<file path="config.mk">
export PLATFORM = sky130hd
export DESIGN_NAME = draw_background_bands
export DESIGN_NICKNAME = d
export VERILOG_FILES = /design/src/rtl/bg_pkg.sv /design/src/rtl/bg_band_table.sv /design/src/rtl/draw_background_bands.sv
export SDC_FILE = /design/constraint.sdc
export NUM_CORES = 1
export LEC_CHECK = 0
export CAP_MARGIN = 20
export CELL_PAD_IN_SITES_DETAIL_PLACEMENT = 1
export CELL_PAD_IN_SITES_GLOBAL_PLACEMENT = 1
export CORE_ASPECT_RATIO = 2
export CORE_MARGIN = 2
export CORE_UTILIZATION = 59
export CTS_BUF_LIST = sky130_fd_sc_hd__clkbuf_2
export CTS_CLUSTER_DIAMETER = 200
export DETAILED_ROUTE_END_ITERATION = 16
export PLACE_DENSITY = 0.92
export SLEW_MARGIN = 40
export SYNTH_ARGS = -nofsm -noshare
export SYNTH_HDL_FRONTEND = slang
export SYNTH_SLANG_ARGS = --single-unit
</file>
<file path="constraint.sdc">
create_clock -name pclk -period 8.9 [get_ports pclk]
set_input_delay 0.89 -clock pclk [delete_from_list [all_inputs] [get_ports pclk]]
set_output_delay 0.89 -clock pclk [all_outputs]
set_load 0.01 [all_outputs]
</file>
<file path="src/rtl/bg_pkg.sv">
// Shared widths, band entry type, palette and VGA bus sizing for the band background painter.
package bg_pkg;

  localparam int DEF_CNT_W   = 12;
  localparam int DEF_COLOR_W = 12;

  typedef struct packed {
    logic [DEF_CNT_W-1:0]   band_end;
    logic [DEF_COLOR_W-1:0] color;
  } band_t;

  // Sky / water / sand palette
  localparam logic [DEF_COLOR_W-1:0] SKY_HIGH   = 12'h3BE;
  localparam logic [DEF_COLOR_W-1:0] SKY_MID    = 12'h6CF;
  localparam logic [DEF_COLOR_W-1:0] SKY_HAZE   = 12'h7AD;
  localparam logic [DEF_COLOR_W-1:0] SKY_PALE   = 12'hBDF;
  localparam logic [DEF_COLOR_W-1:0] SEA_DEEP   = 12'h05A;
  localparam logic [DEF_COLOR_W-1:0] SEA_MID    = 12'h28D;
  localparam logic [DEF_COLOR_W-1:0] SEA_FOAM   = 12'h9CE;
  localparam logic [DEF_COLOR_W-1:0] CLOUD      = 12'hFFF;
  localparam logic [DEF_COLOR_W-1:0] SAND_DARK  = 12'h974;
  localparam logic [DEF_COLOR_W-1:0] SAND_MID   = 12'hC96;
  localparam logic [DEF_COLOR_W-1:0] SAND_LIGHT = 12'hEC9;
  localparam logic [DEF_COLOR_W-1:0] NET_GREY   = 12'h888;

  // Bus layout: {vcount, vsync, vblnk, hcount, hsync, hblnk, rgb}
  function automatic int vga_bus_size(input int cnt_w, input int color_w);
    return 2 * cnt_w + color_w + 4;
  endfunction

  localparam int VGA_BUS_SIZE = vga_bus_size(DEF_CNT_W, DEF_COLOR_W);

endpackage

</file>
<file path="src/rtl/bg_band_table.sv">
// Shadow/active band tables; the shadow is copied to the active table on a vblank rising edge
// when a commit is pending, so a visible frame always reads one consistent table.
module bg_band_table
  import bg_pkg::*;
#(
  parameter int                 N_BANDS       = 16,
  parameter int                 CNT_W         = DEF_CNT_W,
  parameter int                 COLOR_W       = DEF_COLOR_W,
  parameter logic [COLOR_W-1:0] DEFAULT_COLOR = SKY_HAZE,
  localparam int                IDX_W         = $clog2(N_BANDS)
) (
  input  logic               clk,
  input  logic               rst_n,
  input  logic               we,
  input  logic [IDX_W-1:0]   waddr,
  input  logic [CNT_W-1:0]   wend,
  input  logic [COLOR_W-1:0] wcolor,
  input  logic               commit,
  input  logic               vblnk,
  output logic               pending,
  input  logic [IDX_W-1:0]   ridx,
  output logic [CNT_W-1:0]   rend,
  output logic [COLOR_W-1:0] rcolor
);

  logic [CNT_W-1:0]   shadow_end   [N_BANDS];
  logic [COLOR_W-1:0] shadow_color [N_BANDS];
  logic [CNT_W-1:0]   active_end   [N_BANDS];
  logic [COLOR_W-1:0] active_color [N_BANDS];
  logic               vblnk_prev;
  logic               copy;

  assign copy = vblnk && !vblnk_prev && pending;

  // The copy reads the shadow before any same-cycle write lands, so that write waits for the next commit.
  always_ff @(posedge clk or negedge rst_n) begin
    if (!rst_n) begin
      for (int i = 0; i < N_BANDS; i++) begin
        shadow_end[i]   <= '1;
        shadow_color[i] <= (i == 0) ? DEFAULT_COLOR : '0;
        active_end[i]   <= '1;
        active_color[i] <= (i == 0) ? DEFAULT_COLOR : '0;
      end
      pending    <= 1'b0;
      vblnk_prev <= 1'b0;
    end else begin
      vblnk_prev <= vblnk;
      if (copy) begin
        active_end   <= shadow_end;
        active_color <= shadow_color;
      end
      if (we) begin
        shadow_end[waddr]   <= wend;
        shadow_color[waddr] <= wcolor;
      end
      if (commit)
        pending <= 1'b1;
      else if (copy)
        pending <= 1'b0;
    end
  end

  assign rend   = active_end[ridx];
  assign rcolor = active_color[ridx];

endmodule

</file>
<file path="src/rtl/draw_background_bands.sv">
// Background painter: programmable vertical colour bands with an optional net rectangle.
// Two-stage pipeline; rgb is aligned with the timing signals delayed by two pixel clocks.
module draw_background_bands
  import bg_pkg::*;
#(
  parameter int                 N_BANDS       = 16,
  parameter int                 CNT_W         = DEF_CNT_W,
  parameter int                 COLOR_W       = DEF_COLOR_W,
  parameter logic [COLOR_W-1:0] DEFAULT_COLOR = SKY_HAZE,
  parameter int                 NET_X0        = 500,
  parameter int                 NET_X1        = 524,
  parameter int                 NET_Y0        = 450,
  parameter logic [COLOR_W-1:0] NET_COLOR     = NET_GREY,
  localparam int                IDX_W         = $clog2(N_BANDS)
) (
  input  logic                                       pclk,
  input  logic                                       rst_n,
  input  logic                                       cfg_we,
  input  logic [IDX_W-1:0]                           cfg_addr,
  input  logic [CNT_W-1:0]                           cfg_end,
  input  logic [COLOR_W-1:0]                         cfg_color,
  input  logic                                       cfg_commit,
  output logic                                       cfg_pending,
  input  logic                                       net_en,
  input  logic [CNT_W-1:0]                           hcount_in,
  input  logic                                       hsync_in,
  input  logic                                       hblnk_in,
  input  logic [CNT_W-1:0]                           vcount_in,
  input  logic                                       vsync_in,
  input  logic                                       vblnk_in,
  output logic [vga_bus_size(CNT_W, COLOR_W)-1:0]    vga_out
);

  logic [IDX_W-1:0]   idx;
  logic [IDX_W-1:0]   idx_nxt;
  logic [CNT_W-1:0]   band_end;
  logic [COLOR_W-1:0] band_color;

  bg_band_table #(
    .N_BANDS       (N_BANDS),
    .CNT_W         (CNT_W),
    .COLOR_W       (COLOR_W),
    .DEFAULT_COLOR (DEFAULT_COLOR)
  ) u_table (
    .clk     (pclk),
    .rst_n   (rst_n),
    .we      (cfg_we),
    .waddr   (cfg_addr),
    .wend    (cfg_end),
    .wcolor  (cfg_color),
    .commit  (cfg_commit),
    .vblnk   (vblnk_in),
    .pending (cfg_pending),
    .ridx    (idx),
    .rend    (band_end),
    .rcolor  (band_color)
  );

  // Stage 0 -> 1: band walker, at most one step per line, saturating at the last entry
  always_comb begin
    idx_nxt = idx;
    if (vcount_in == '0 && hcount_in == '0)
      idx_nxt = '0;
    else if (hcount_in == '0 && vcount_in > band_end && idx < IDX_W'(N_BANDS - 1))
      idx_nxt = idx + 1'b1;
  end

  logic               vld_p1;
  logic [CNT_W-1:0]   hcount_p1;
  logic [CNT_W-1:0]   vcount_p1;
  logic               hsync_p1;
  logic               hblnk_p1;
  logic               vsync_p1;
  logic               vblnk_p1;
  logic               net_en_p1;
  logic [COLOR_W-1:0] rgb_p1;

  always_ff @(posedge pclk or negedge rst_n) begin
    if (!rst_n) begin
      idx       <= '0;
      vld_p1    <= 1'b0;
      hcount_p1 <= '0;
      vcount_p1 <= '0;
      hsync_p1  <= 1'b0;
      hblnk_p1  <= 1'b0;
      vsync_p1  <= 1'b0;
      vblnk_p1  <= 1'b0;
      net_en_p1 <= 1'b0;
    end else begin
      idx       <= idx_nxt;
      vld_p1    <= 1'b1;
      hcount_p1 <= hcount_in;
      vcount_p1 <= vcount_in;
      hsync_p1  <= hsync_in;
      hblnk_p1  <= hblnk_in;
      vsync_p1  <= vsync_in;
      vblnk_p1  <= vblnk_in;
      net_en_p1 <= net_en;
    end
  end

  // Stage 1 -> 2: colour select; the first pixel after reset stays black
  always_comb begin
    rgb_p1 = band_color;
    if (!vld_p1 || hblnk_p1 || vblnk_p1)
      rgb_p1 = '0;
    else if (net_en_p1 && int'(hcount_p1) > NET_X0 && int'(hcount_p1) <= NET_X1 &&
             int'(vcount_p1) > NET_Y0)
      rgb_p1 = NET_COLOR;
  end

  always_ff @(posedge pclk or negedge rst_n) begin
    if (!rst_n)
      vga_out <= '0;
    else
      vga_out <= {vcount_p1, vsync_p1, vblnk_p1, hcount_p1, hsync_p1, hblnk_p1, rgb_p1};
  end

endmodule
</file>
# Word-level counts from Yosys, hierarchy flattened
# Index checks and enable logic that the tools add are counted.
# op_classes
eq_ne	0
muxes	16
reduce_logical	17
div_mod_pow	0
multipliers	0
addsub	1
bitwise_logic	2
n_shift	0
order_cmp	8
# ops
operator	count
$bwmux 192	2
$bmux 12 s4	2
$mux 12	7
$demux 12 s4	1
$gt 12x9->1 const B	2
$logic_not 12->1	2
$gt 12x12->1	1
$le 12x10->1 const B	1
$ge 5x5->1 const B	2
$not 4->5	2
$logic_and 1x1->1	9
$mux 4	2
$lt 5x1->1 const B	1
$add 4x1->4 const B	1
$lt 4x4->1 const B	1
$reduce_bool 2->1	2
$logic_not 1->1	2
$logic_or 1x1->1	2
$mux 1	2
# word_totals
inputBits	61
latchBits	0
wordCells	119
memories	0
register_bits	843
out_inout_bits	41
mem_bits_ro	0
mem_bits_rw	0

# Depth between registers and ports, before layout
# Gate-level depths: netlist (run 1).
# logic_depth
ltp_word	9
ltp_mapped	12
mapped_depth_nobuf	9

# Modules after synthesis
# A second synthesis (run 1) with hierarchy kept.
# hier_totals
cells_unflattened	2051
area_unflattened_um2	34535.6
# modules_own_cells
module	n_inst	area_each_um2	seq_area_each_um2	cells_per_inst
bg_band_table	1	31993.2	19769.0	1878
draw_background_bands	1	2542.4	1851.8	173

# Worst setup path before layout (run 1)
# OpenSTA, ideal clock, no wires.
# synth_timing
path_type	register to register
start	register idx[1]
end	register idx[0]
required_ns	8.769
stages_incl_launch_ff	13
arrival_time_ns	3.030
period_less_slack_ns	3.161
setup_ns	0.131
path_slack_ns	5.739
n_path_buf	3
cell_sequence	dfrtp_1 buf_2 buf_2 buf_1 mux4_2 mux4_2 inv_1 ha_1 a21oi_1 o221ai_1 a221oi_1 a21oi_1 mux2i_1
# synth_via
elab_chain_len	8
elab_cells_between_ends	9
classes_between	order compare: 2; mux: 3; bitwise: 1; reduce/logical: 3
# synth_rtl
item	line_no	rtl
from (decl)	draw_background_bands.sv:34	logic [IDX_W-1:0] idx;
from (signal assigned)	draw_background_bands.sv:90	idx <= idx_nxt;
$not 4->5 (implied by the code)	bg_band_table.sv:63	assign rend = active_end[ridx];
$bmux 12 s4	bg_band_table.sv:63	
$mux 12 (implied by the code) (2 in a row)	bg_band_table.sv:63	
$gt 12x12->1	draw_background_bands.sv:64	else if (hcount_in == '0 && vcount_in > band_end && idx < IDX_W'(N_BANDS - 1))
$logic_and 1x1->1	draw_background_bands.sv:64	
$logic_and 1x1->1 *	draw_background_bands.sv:64	
$reduce_bool 2->1 (no source line) *	--	
# Every way passes the cells marked *; elsewhere a longest branch is shown, timed or not. The select of a mux whose other input is x is not followed.
# A chain may end at the register's enable or synchronous reset.

# Worst setup path after layout (run 1)
# layout_timing
start	register idx[0]
end	register idx[3]
# layout_via
elab_chain_len	8
elab_cells_between_ends	12
classes_between	add/sub: 1; order compare: 2; mux: 5; bitwise: 1; reduce/logical: 3
# layout_rtl
item	line_no
$not 4->5 (implied by the code)	bg_band_table.sv:63
$bmux 12 s4	bg_band_table.sv:63
$mux 12 (implied by the code) (2 in a row)	bg_band_table.sv:63
$gt 12x12->1	draw_background_bands.sv:64
$logic_and 1x1->1 (2 in a row)	draw_background_bands.sv:64
$reduce_bool 2->1 (no source line)	--
# Several ways; a longest one is shown, not always the timed one. The select of a mux whose other input is x is not followed.

==> impl_metrics.tcl, run 1 <==
set metrics [dict create \
    overflow 0 \
    nets 2276 \
    synth.distinct_cells 39 \
    timing.rr.start "idx[0]$_DFFE_PN0P_" \
    synth_flop_cell "dfrtp_1" \
    netlist_area_sq_um 34400 \
    dp_cells 2762 \
    grt_max_degree 156 \
    drive_gt1_frac 0.694 \
    critPathMaxFanout 43 \
    rsz0062_at_grt "false" \
    syn_avg_cell_area_sq_um 17.2 \
    numCtsBuffers 179 \
    clock_latency_ps 1370 \
    max_freq_mhz 201 \
    maxCapViolations 0 \
    final_cell_mix "768 x mux2_2, 439 x dfrtp_1, 400 x dfstp_2" \
    yosysWarnings 0 \
    synth_edf_count 0 \
    cp-start-kind "flip-flop" \
    cts.repair.resized 0 \
    grt_pass1_vias 23000 \
    cts_setup_buffers 0 \
    place.detailed.hpwl_microns 56300 \
    dr.pass1.iters 5 \
    path_class "flip-flop to flip-flop" \
    fin_setup_tns_ps 0 \
    area_growth_pct 11.4 \
    min_path_type "input pin to asynchronous set/reset pin" \
    vias 19800 \
    grt_pass1_wl_microns 155000 \
    tightest_slew_ps 863 \
    fin_crit_sh 0.560 \
    rr_endpoint "idx[3]$_DFFE_PN0P_" \
    ys_ff_latch 843 \
    p_switching_mw 3.22 \
    final_antenna_net_count 0 \
    outcome "finished clean" \
    via_per_inst 6.36 \
    coreArea_sq_um 57900 \
    total_power_mw 10.5 \
    finalWirelength_microns 104000 \
    clkPwrFrac 0.244 \
    arrival_ps 6220 \
    clockBufferDepth 3 \
    power_density_nw_per_um2 275 \
    peakVddDrop_uv 119 \
    row_count 125 \
    path_clk_slew_ps 190 \
    antenna_found_initial 13 \
    required_ps 10140 \
    track_usage 0.353 \
    post-route-drc-count 0 \
    ys_seq_area_frac 0.628 \
    p_leak_nw 16.1 \
    skew_ps 98.8 \
    sequentialPowerShare 0.572 \
    cts_sinks 843 \
    worst_slack_ps 3920 \
    fin_cells 3118 \
    holdWs_ps 88.0 \
    drt-initial-drc-count 1491 \
    p_int_mw 7.29 \
    cts_max_level 4 \
    start_util 0.594 \
    cts_tree "done" \
    die_w_microns 175 \
    slew_headroom 0.424 \
    die_y_microns 345 \
    routedWlPerCell_microns 33.5 \
    ff2ff_path_depth 10 \
    p_comb_frac 0.184 \
    reg2reg_slack_ps 3920 \
    holdBufCountCts 19 \
    ys_async_sr_fraction 1.00 \
    setup_viol 0 \
    cts-root-buf "clkbuf_2" \
    syn_inst 1993 \
    dieArea_sq_um 60300 \
    preCtsSetupSlack_ps 4540 \
    io_pins 102 \
    finalCriticalPeriod_ps 4980 \
    gp_congestion 0.776 \
    p_sw_frac 0.306 \
    slew_viol_final 0 \
    hold_viol 0 \
    critPathCaptureType "flip-flop" \
    layout.cells.most_common "mux2_2" \
    io_buffers 101 \
    syn_nets 2067 \
]
-- layer usage --
| metal | global-route usage | up-vias | share of wire |
|---|---|---|---|
| met2 | 0.609 | 905 | 0.53 |
| met3 | 0.0701 | 400 | 0.050 |
| li1 | - | 7756 | - |
| met1 | 0.405 | 10800 | 0.36 |
| met5 | 0 | - | 0 |
| met4 | 0.215 | 0 | 0.069 |
-- flip-flops by register name (all words and copies together), names as in the netlist, 4 cells and up --
signal / cells
hcount_p1: 12
idx: 4
u_table.active_color: 192
u_table.active_end: 192
u_table.shadow_color: 192
u_table.shadow_end: 192
vcount_p1: 12
vga_out: 40
-- power by group through the flow --
stage | Sequential [mW] | Clock [mW] | Combinational (mW)
finish | 6.01 | 2.56 | 1.94
global route | 6.09 | 2.77 | 2.04
CTS | 5.92 | 2.55 | 1.89
detailed placement | 5.94 | 0 | 1.81
global placement | 5.77 | 0 | 1.62
floorplan | 5.61 | 0 | 1.33
-- cell families after synthesis --
logic type	share of synthesized area
buffers and inverters	0.0181
other	0.000109
AND/OR/NAND/NOR	0.0129
AO/OA/AOI/OAI	0.00451
multiplexers	0.331
flip-flops	0.628
adder cells (fa/ha/maj)	0.00473
-- through the flow --
step | utilization | instance area [sq um]
final | 0.661 | 38300
after detailed placement | 0.628 | 36300
after CTS | 0.660 | 38200
after global placement | 0.625 | 36200
after global routing | 0.661 | 38300
after floorplan | - | 34400
-- critical path: stages (launching register included) --
cell	delay, ps
dfrtp_4	790
buf_6	620
mux4_2	590
mux4_2	480
inv_1	150
ha_1	290
o21ai_0	470
nor2_1	210
o31ai_1	570
a211oi_1	210
mux2i_1	370
-- cell usage after synthesis, types with 2 or more instances --
cell type | instances | area (sq um)
nor4_1 | 7 | 43.8
buf_1 | 7 | 26.3
buf_4 | 3 | 22.5
nor3_2 | 4 | 40.0
mux2i_1 | 4 | 40.0
o21a_1 | 4 | 30.0
a21o_1 | 2 | 15.0
a21oi_1 | 4 | 20.0
ha_1 | 13 | 163
nor4_2 | 2 | 25.0
mux2_2 | 768 | 8650
mux4_2 | 120 | 2700
nand2b_1 | 7 | 43.8
nand2_1 | 12 | 45.0
nor2_1 | 9 | 33.8
nor3b_1 | 2 | 15.0
dfstp_2 | 400 | 10500
nor2b_1 | 12 | 75.1
or4_1 | 2 | 15.0
inv_1 | 16 | 60.1
nand3_1 | 10 | 50.1
clkbuf_1 | 88 | 330
nand4_1 | 5 | 31.3
buf_6 | 3 | 33.8
a211oi_1 | 3 | 22.5
and3_1 | 2 | 12.5
buf_2 | 30 | 150
dfrtp_1 | 443 | 11100
-- worst max path at each step --
stage          cells past startpoint            endpoint                from
2_1_floorplan                     12  idx[0]$_DFFE_PN0P_  idx[1]$_DFFE_PN0P_
3_3_place_gp                      10  idx[0]$_DFFE_PN0P_  idx[0]$_DFFE_PN0P_
3_5_place_dp                      10  idx[1]$_DFFE_PN0P_  idx[0]$_DFFE_PN0P_
4_1_cts                           10  idx[3]$_DFFE_PN0P_  idx[0]$_DFFE_PN0P_
5_1_grt                           10  idx[3]$_DFFE_PN0P_  idx[0]$_DFFE_PN0P_
6_report                          10  idx[3]$_DFFE_PN0P_  idx[0]$_DFFE_PN0P_
-- layout make-up --
cell class | instances | area (sq um)
flip-flops and latches | 843 | 21600
fillers | 5050 | 19600
multi-input cells | 1003 | 12200
repair buffers | 159 | 1730
clock buffers | 266 | 1330
well taps | 762 | 953
clock inverters | 61 | 342
inverters | 16 | 60.1
diodes | 8 | 20.0
(Power assumes the default switching activity.)
==> run 2, diff against run 1 <==
- CORE_UTILIZATION: 59 -> 50
- PLACE_DENSITY: 0.92 -> 0.83
- clock period: 8.9 -> 4.4 ns (I/O delays scaled with it)
==> impl_metrics.tcl, run 2 (synthesized netlist as in run 1, its figures left out) <==
set metrics [dict create \
    arrival_ps 4880 \
    numCtsBuffers 182 \
    p_switching_mw 5.42 \
    row_count 136 \
    io_buffers 101 \
    dieArea_sq_um 71000 \
    grt_max_degree 131 \
    skew_ps 85.5 \
    overflow 0 \
    sequentialPowerShare 0.578 \
    cp_cell_sequence "buf_4 > mux4_2 > mux4_2 > inv_1 > ha_1 > nand3_1 > nor3_1 > a221oi_1 > a21oi_1 > mux2i_1" \
    tightest_slew_ps 853 \
    cp_common_cell "mux4_2" \
    slew_headroom 0.431 \
    start_util 0.503 \
    path_class "flip-flop to flip-flop" \
    outcome "finished clean" \
    hold_viol 0 \
    cp_slowest_cell "dfrtp_4" \
    worst_slack_ps 757 \
    clock_latency_ps 1320 \
    track_usage 0.240 \
    post-route-drc-count 0 \
    io_pins 102 \
    max_freq_mhz 274 \
    fin_crit_sh 0.828 \
    rsz0062_at_grt "false" \
    gp_congestion 0.753 \
    peakVddDrop_uv 368 \
    cts_tree "done" \
    place.detailed.hpwl_microns 48200 \
    clkPwrFrac 0.251 \
    drt-initial-drc-count 939 \
    crit_buf_inv 2 \
    cts_setup_buffers 0 \
    final_antenna_net_count 0 \
    area_growth_pct 12.7 \
    p_int_mw 15.0 \
    preCtsSetupSlack_ps 824 \
    finalWirelength_microns 81700 \
    setup_viol 0 \
    fin_setup_tns_ps 0 \
    routedWlPerCell_microns 25.0 \
    via_per_inst 5.68 \
    path_delay_family "multiplexers" \
    p_comb_frac 0.171 \
    coreArea_sq_um 68400 \
    die_w_microns 189 \
    nets 2305 \
    antenna_found_initial 7 \
    slew_viol_final 0 \
    cts_max_level 4 \
    clockBufferDepth 3 \
    cts-root-buf "clkbuf_2" \
    vias 18500 \
    drive_gt1_frac 0.699 \
    min_path_type "input pin to flip-flop" \
    die_y_microns 375 \
    grt_pass1_vias 21500 \
    path_clk_slew_ps 170 \
    p_sw_frac 0.265 \
    max_stage_delay_ps 720 \
    cp-start-kind "flip-flop" \
    critPathCaptureType "flip-flop" \
    layout.cells.most_common "mux2_2" \
    finalCriticalPeriod_ps 3640 \
    critPathMaxFanout 19 \
    cts_sinks 843 \
    dr.pass1.iters 5 \
    p_leak_nw 16.2 \
    power_density_nw_per_um2 527 \
    grt_pass1_wl_microns 129000 \
    final_cell_mix "768 x mux2_2, 439 x dfrtp_1, 400 x dfstp_2" \
    required_ps 5640 \
    maxCapViolations 0 \
]
## run 2: cell types whose count changed in the layout (fill, tap and decap cells not counted), moves of 2 or more
cell / before / now
buf_12: 4 / 15
buf_16: 8 / 1
buf_4: 21 / 34
buf_6: 5 / 1
bufinv_16: 4 / 8
clkbuf_2: 266 / 279
clkinv_1: 44 / 24
clkinv_2: 6 / 1
clkinvlp_4: 0 / 2
diode_2: 8 / 2
dlygate4sd3_1: 18 / 33
inv_2: 7 / 4
## run 2: layout make-up
type	count	area [sq um]
antenna	2	5.00
clock buffer	279	1400
clock inverter	40	374
fill	6330	29700
inverter	16	60.1
multi-input combinational	1003	12200
sequential	843	21600
tap	897	1120
timing repair buffer	185	1940
## run 2: timing repair
item | in CTS | in global routing
resized for setup | 0 | 0
hold endpoints to repair | 500 | 0
hold buffers | 34 | 0
## run 2: final timing paths
path                               startpoint                                    end  slack (ps)  cells past startpoint
max                        idx[0]$_DFFE_PN0P_                     idx[0]$_DFFE_PN0P_         760                     10
max reg2reg                idx[0]$_DFFE_PN0P_                     idx[0]$_DFFE_PN0P_         760                     10
min                              hcount_in[9]                 hcount_p1[9]$_DFF_PN0_         150                      2
min in group asynchronous               rst_n  u_table.active_color[190]$_DFFE_PN1P_         530                      3
min reg2reg                vsync_p1$_DFF_PN0_                  vga_out[27]$_DFF_PN0_         340                      0
max in group asynchronous               rst_n                     vsync_p1$_DFF_PN0_        3140                      4
## run 2: power groups by stage
stage | clock network [mW] | logic, mW | registers, mW
6_report | 5.12 | 3.50 | 11.8
3_5_place_dp | 0 | 3.49 | 11.9
4_1_cts | 5.32 | 3.54 | 11.8
5_1_grt | 5.66 | 3.79 | 12.1
3_3_place_gp | 0 | 3.25 | 11.8
2_1_floorplan | 0 | 2.69 | 11.3
## run 2: layer usage
metal	part of all wire	routed length [microns]	up-vias	track usage
met5	0.00087	71	-	0
met4	0.025	2030	10	0.0875
met3	0.034	2760	154	0.0393
met2	0.53	43100	390	0.415
met1	0.41	33800	10100	0.303
li1	-	-	7857	-
## run 2: through the flow
stage / hold slack (ps) / utilization / cells / power, mW / cell area (sq um)
5_1_grt: 102 / 0.566 / 3264 / 21.5 / 38700
6_report: 153 / 0.566 / 3265 / 20.4 / 38700
3_5_place_dp: 348 / 0.535 / 2909 / 15.4 / 36600
2_1_floorplan: 144 / - / 1993 / 14.0 / 34400
3_3_place_gp: 339 / 0.535 / 2909 / 15.0 / 36600
4_1_cts: 11.6 / 0.566 / 3262 / 20.7 / 38700
